===== src/rtl/regfile_wb_arbiter_if.sv =====
// Writeback bus between the two sources (A: ALU, B: load/multiply) and the
// register-file write-port arbiter, including the registered write port itself.
interface regfile_wb_arbiter_if #(
   parameter int ADDR_W = 6,
   parameter int DATA_W = 32
);
   // Handshake: a source raises valid with stable addr/data and holds them until
   // it sees ready high in the same cycle; that cycle is the transfer. Valid never
   // depends on ready, and ready is only ever high while the arbiter is in RUN.
   logic              a_valid;
   logic              a_ready;
   logic [ADDR_W-1:0] a_addr;
   logic [DATA_W-1:0] a_data;
   logic              b_valid;
   logic              b_ready;
   logic [ADDR_W-1:0] b_addr;
   logic [DATA_W-1:0] b_data;
   logic              rf_we;
   logic [ADDR_W-1:0] rf_waddr;
   logic [DATA_W-1:0] rf_wdata;
   logic              init_busy;

   modport master (
      output a_valid, a_addr, a_data, b_valid, b_addr, b_data,
      input  a_ready, b_ready, rf_we, rf_waddr, rf_wdata, init_busy
   );

   modport slave (
      input  a_valid, a_addr, a_data, b_valid, b_addr, b_data,
      output a_ready, b_ready, rf_we, rf_waddr, rf_wdata, init_busy
   );
endinterface


===== src/rtl/regfile_wb_arbiter.sv =====
// Register-file write-port owner: clears all registers after reset, then arbitrates
// A (priority) against B with starvation relief. Optional macro: R0_HARDWIRE_EN.
module regfile_wb_arbiter #(
   parameter int ADDR_W     = 6,
   parameter int DATA_W     = 32,
   parameter int NUM_REGS   = 64,
   parameter int STARVE_MAX = 4
) (
   input  logic       clk,
   input  logic       reset,
   regfile_wb_arbiter_if.slave wb,
   output logic [0:0] state_dbg
);
   localparam int SW = $clog2(STARVE_MAX + 1);

   localparam logic [0:0] S_INIT = 1'b0;
   localparam logic [0:0] S_RUN  = 1'b1;

   logic [0:0]        state;
   logic [ADDR_W-1:0] cnt;
   logic [SW-1:0]     starve;
   logic              grant_a;
   logic              grant_b;
   logic              xfer;
   logic              wr_en_run;
   logic [ADDR_W-1:0] sel_addr;
   logic [DATA_W-1:0] sel_data;

   always_comb begin
      grant_a = 1'b0;
      grant_b = 1'b0;
      if (state == S_RUN) begin
         if (wb.a_valid && !(wb.b_valid && starve == SW'(STARVE_MAX)))
            grant_a = 1'b1;
         else if (wb.b_valid)
            grant_b = 1'b1;
      end
   end

   assign xfer     = grant_a | grant_b;
   assign sel_addr = grant_b ? wb.b_addr : wb.a_addr;
   assign sel_data = grant_b ? wb.b_data : wb.a_data;

`ifdef R0_HARDWIRE_EN
   // Address-0 transfers complete normally but never reach the register file.
   assign wr_en_run = xfer && (sel_addr != '0);
`else
   assign wr_en_run = xfer;
`endif

   assign wb.a_ready  = grant_a;
   assign wb.b_ready  = grant_b;
   assign wb.init_busy = (state == S_INIT);
   assign state_dbg   = state;

   always_ff @(posedge clk) begin
      if (!reset) begin
         state       <= S_INIT;
         cnt         <= '0;
         starve      <= '0;
         wb.rf_we    <= 1'b0;
         wb.rf_waddr <= '0;
         wb.rf_wdata <= '0;
      end else if (state == S_INIT) begin
         wb.rf_we    <= 1'b1;
         wb.rf_waddr <= cnt;
         wb.rf_wdata <= '0;
         starve      <= '0;
         if (cnt == ADDR_W'(NUM_REGS - 1)) begin
            state <= S_RUN;
            cnt   <= '0;
         end else begin
            cnt <= cnt + 1'b1;
         end
      end else begin
         wb.rf_we <= wr_en_run;
         if (wr_en_run) begin
            wb.rf_waddr <= sel_addr;
            wb.rf_wdata <= sel_data;
         end
         // A waiting B ages toward a forced win; any grant or withdrawal resets it.
         if (wb.b_valid && !grant_b)
            starve <= (starve == SW'(STARVE_MAX)) ? starve : starve + 1'b1;
         else
            starve <= '0;
      end
   end
endmodule


===== src/flat_wrapper.sv =====
// flat-port wrapper written by rule: the top's interface ports become plain ports
module regfile_wb_arbiter_flat 
#(
   parameter int ADDR_W     = 6,
   parameter int DATA_W     = 32,
   parameter int NUM_REGS   = 64,
   parameter int STARVE_MAX = 4
)
  (clk, reset, state_dbg, wb_a_valid, wb_a_addr, wb_a_data, wb_b_valid, wb_b_addr, wb_b_data, wb_a_ready, wb_b_ready, wb_rf_we, wb_rf_waddr, wb_rf_wdata, wb_init_busy);
  regfile_wb_arbiter_if #(.ADDR_W(ADDR_W), .DATA_W(DATA_W)) wb_i ();
  input  logic clk;
  input  logic reset;
  output logic [0:0] state_dbg;
  input wire logic [$bits(wb_i.a_valid)-1:0] wb_a_valid;
  input wire logic [$bits(wb_i.a_addr)-1:0] wb_a_addr;
  input wire logic [$bits(wb_i.a_data)-1:0] wb_a_data;
  input wire logic [$bits(wb_i.b_valid)-1:0] wb_b_valid;
  input wire logic [$bits(wb_i.b_addr)-1:0] wb_b_addr;
  input wire logic [$bits(wb_i.b_data)-1:0] wb_b_data;
  output wire logic [$bits(wb_i.a_ready)-1:0] wb_a_ready;
  output wire logic [$bits(wb_i.b_ready)-1:0] wb_b_ready;
  output wire logic [$bits(wb_i.rf_we)-1:0] wb_rf_we;
  output wire logic [$bits(wb_i.rf_waddr)-1:0] wb_rf_waddr;
  output wire logic [$bits(wb_i.rf_wdata)-1:0] wb_rf_wdata;
  output wire logic [$bits(wb_i.init_busy)-1:0] wb_init_busy;
  assign wb_i.a_valid = wb_a_valid;
  assign wb_i.a_addr = wb_a_addr;
  assign wb_i.a_data = wb_a_data;
  assign wb_i.b_valid = wb_b_valid;
  assign wb_i.b_addr = wb_b_addr;
  assign wb_i.b_data = wb_b_data;
  assign wb_a_ready = wb_i.a_ready;
  assign wb_b_ready = wb_i.b_ready;
  assign wb_rf_we = wb_i.rf_we;
  assign wb_rf_waddr = wb_i.rf_waddr;
  assign wb_rf_wdata = wb_i.rf_wdata;
  assign wb_init_busy = wb_i.init_busy;
  regfile_wb_arbiter #(.ADDR_W(ADDR_W), .DATA_W(DATA_W), .NUM_REGS(NUM_REGS), .STARVE_MAX(STARVE_MAX)) u_core (.clk(clk), .reset(reset), .wb(wb_i), .state_dbg(state_dbg));
endmodule

===== config.mk =====
export PLATFORM = sky130hd
export DESIGN_NAME = regfile_wb_arbiter_flat
export DESIGN_NICKNAME = d
export VERILOG_FILES = /design/src/rtl/regfile_wb_arbiter_if.sv /design/src/rtl/regfile_wb_arbiter.sv /design/src/flat_wrapper.sv
export SDC_FILE = /design/constraint.sdc
export NUM_CORES = 1
export LEC_CHECK = 0
export BUFFER_PORTS_ARGS = -buffer_cell sky130_fd_sc_hd__clkbuf_2
export CORE_ASPECT_RATIO = 0.75
export CORE_MARGIN = 2
export CORE_UTILIZATION = 41
export DETAILED_ROUTE_END_ITERATION = 12
export PLACE_DENSITY = 0.76
export SETUP_SLACK_MARGIN = 0.1
export SYNTH_ARGS = -nofsm -noshare
export SYNTH_HDL_FRONTEND = slang
export SYNTH_SLANG_ARGS = --single-unit

===== constraint.sdc =====
create_clock -name clk -period 1.45 [get_ports clk]
set_input_delay 0.29 -clock clk [delete_from_list [all_inputs] [get_ports clk]]
set_output_delay 0.29 -clock clk [all_outputs]
set_load 0.01 [all_outputs]

==> results.md <==
* P_sw at 586.1 uW
* Unrepaired setup endpoints after global routing: yes
* Die Span Y at 70.67 um
* DIE WIDTH at 92.89 um
* Initial antenna violation count at 0
* Share of layout cells above drive strength 1 at 51.07%
* Critical Path Start Type: register
* DRT antenna net count at 0
* Relative slew slack at 74.15%
* Worst-Margin Slew at 0.3878 ns
* GRT Overall Usage at 22.23%
* Num rows at 24
* Post-Syn Instances at 283
* CTS tree: yes
* Detail-routed via count per cell at 5.392
* Synth top area share at 40.37%
* CTS root buf: clkbuf_8
* HP Class: input pin to register
* Final hold slack at 0.2355 ns
* Clk sink count at 49
* Top_reg_cell synth: dfxtp_1
* Hold Startpoint: wb_a_addr[2]
* Met1 usage at 30.63%
* Post-synth cell types at 40
* Critical Path Source: u_core.starve[1]$_SDFFE_PN0P_
* Residual DRC at 0
* Post-layout util at 62.39%
* Max-slew violations at 0
* WP data required at 1.16 ns
* R2r startpoint: u_core.starve[1]$_SDFFE_PN0P_
* Layer with the highest usage: met2
* Largest net degree at the start of global routing at 36
* Crit path max fanout at 2
* Avg WL per Cell at 14.86 um
* Global-route track usage on met2 at 35.10%
* DRT iter0 DRCs at 79
* Fmax at 628.3 MHz
* Core box area at 0.005766 mm^2
* H-tree Lvls at 2
* Area Growth Syn to Fin at 48.04%
* Combinational share of power at 7.8%
* Final Hold Fails at 0
* DRT Pass-1 Iters at 4
* Number of I/O port buffers at 122
* DIE AREA at 0.006565 mm^2
* Grt total ovfl at 0
* R2R depth at 8
* Hold Buf Count CTS at 0
* # diodes at 0
* Number of global-route vias before repair at 2,551
* Arrival time worst endpoint at 1.30 ns
* Post-synthesis net count at 366
* First-pass GRT wire length at 11.94 mm
* Leakage at 0.001540 uW
* Yosys reg bits at 49
* Cell Area, Synth at 0.002430 mm^2
* Setup TNS at -2.600 ns
* Final wirelength at 7.387 mm
* Async set or reset register ratio after synthesis at 0%
* Element type at the critical path end: primary output
* TritonCTS Buffers at 5
* Design area at 0.003597 mm^2
* Worst hold path stage count at 3
* Clk pin slew, worst setup/hold paths at 0.09 ns
* Minimum clock period at 1.592 ns
* Starting density of the core at 42.14%
* P per Cell Area at 762.8 mW/mm^2
* Worst-Skew Late Latency at 0.30 ns
* Failing checks: negative setup slack
* Synthesis Warnings at 0
* Post-DP HPWL at 5.048 mm
* CTS max path bufs at 2
* Synth Area per Inst at 8.586 um^2
* Sequential share of power at 50.0%
* Tcrit/Tclk final at 109.8%
* Clock network power share at 42.2%
* Clk_skew at 0.01147 ns
* Dominant cells by area after synthesis: dfxtp_1 40%, a211oi_2 13%, o21ai_0 7.6%
* Met3 usage at 5.644%
* Max Cap Violations at 0
* Placement Cell Area at 0.003277 mm^2
* Yosys top cell by area: dfxtp_1
* Sw Share at 21.36%
* Sequential fraction of the synthesis area at 40.37%
* Cell internal pwr at 2158 uW
* Worst vdd ir at 0.5320 mV
* Final RePlAce weighted congestion at 0.8462
* Endpoints failing setup at 36
* Post-synth EDFFs at 0
* Detailed-route via count at 2,680
* Final WS setup at -0.1417 ns
* NumNets Final at 501
* # IOs at 123
* Outcome: finished, violations left
* Critical path type: register to primary output
[metrics by stage]
| step | power [uW] | std cells | setup slack [ns] |
|---|---|---|---|
| after floorplan | 1458 | 283 | 0.07666 |
| after global placement | 1606 | 483 | -0.02077 |
| after detailed placement | 1609 | 483 | -0.09659 |
| after CTS | 2758 | 496 | -0.1770 |
| after global routing | 2844 | 497 | -0.1937 |
| final | 2744 | 497 | -0.1417 |
[placed cells by master, fill, tap and decap left out, drive strengths merged, types with 2 or more instances in the layout]
cell type,netlist,layout
o21ai,38,38
o211ai,6,6
nand3b,3,3
nor4bb,2,2
dfxtp,49,49
bufinv,0,2
and2,2,2
nor2b,4,4
a21oi,6,6
nor3,33,33
nand2,8,8
a31oi,4,4
buf,12,32
clkbuf,12,125
or2,2,2
inv,4,4
ha,3,3
mux2i,2,2
clkinv,1,2
nand3,7,7
a211oi,32,32
a311oi,2,2
nor2,39,39
[power by group through the flow]
stage | combinational (uW) | sequential (uW) | clock, uW
after floorplan | 55.9 | 1400 | 0
after global placement | 204 | 1400 | 0
after detailed placement | 207 | 1400 | 0
after CTS | 209 | 1370 | 1180
after global routing | 231 | 1370 | 1240
final | 213 | 1370 | 1160
[registers in the layout, summed over array words and instances, names as in the netlist]
signal / count
u_core.wb.rf_we: 1
u_core.wb.rf_waddr: 6
u_core.state_dbg: 1
u_core.wb.rf_wdata: 32
u_core.cnt: 6
u_core.starve: 3
[repair_timing]
item                                    in CTS  in global routing
setup buffers                                5                  1
pin swaps                                    6                  4
cloned                                       0                  1
endpoints found under the setup margin      38                 41
resized for setup                           22                 13
[layer usage]
metal,routed length (um),vias to the layer above
met5,0,-
met4,96,0
met3,672,10
met2,3238,137
met1,3378,1234
li1,-,1299
[critical path, stage by stage (launching register included)]
cell	delay [ns]
dfxtp_2	0.33
inv_2	0.06
ha_4	0.15
a21boi_4	0.05
or2_4	0.27
inv_4	0.06
buf_6	0.09
[cell families (layout without fill, tap and decap cells)]
| family | count (synthesis) | count (layout) | share of synthesized area [%] |
|---|---|---|---|
| adders and majority gates | 3 | 3 | 1.545 |
| muxes | 2 | 2 | 0.8239 |
| AOI/OAI and AO/OA | 93 | 93 | 29.81 |
| buffers and inverters | 29 | 165 | 5.767 |
| xor gates and xnor gates | 2 | 2 | 0.7210 |
| DFF | 49 | 49 | 40.37 |
| and+or+nand+nor | 105 | 105 | 20.96 |
[layout make-up]
| cell class | instances | area (um^2) |
|---|---|---|
| Multi-Input combinational cell | 205 | 1415 |
| Timing Repair Buffer | 152 | 942.2 |
| Sequential cell | 49 | 984.7 |
| Clock inverter | 3 | 65.06 |
| Inverter | 5 | 23.77 |
| Clock buffer | 5 | 68.82 |
| Tap cell | 78 | 97.59 |
| Fill cell | 526 | 2168 |
[Yosys cell counts, types with 2 or more instances]
cell      count
a211oi_2     26
ha_1          3
nor3_1       33
buf_2         7
nand3_1       7
nor4bb_1      2
and2_1        2
nor2b_1       4
a21oi_1       6
buf_6         3
o211ai_1      6
nor2_1       39
o21ai_0      37
a311oi_1      2
nand2_1       7
buf_1         2
a31oi_1       4
nand3b_1      3
inv_1         4
dfxtp_1      49
a211oi_1      6
mux2i_1       2
clkbuf_1     12
[final timing paths]
path	end	slack [ns]
hold reg to reg	u_core.starve[0]$_SDFFE_PN0P_	0.51
setup / recovery	wb_b_ready	-0.14
hold / removal	u_core.wb.rf_waddr[2]$_SDFFE_PN0P_	0.24
setup reg to reg	u_core.wb.rf_wdata[30]$_SDFFE_PN0P_	-0.11
(Power assumes the default switching activity.)
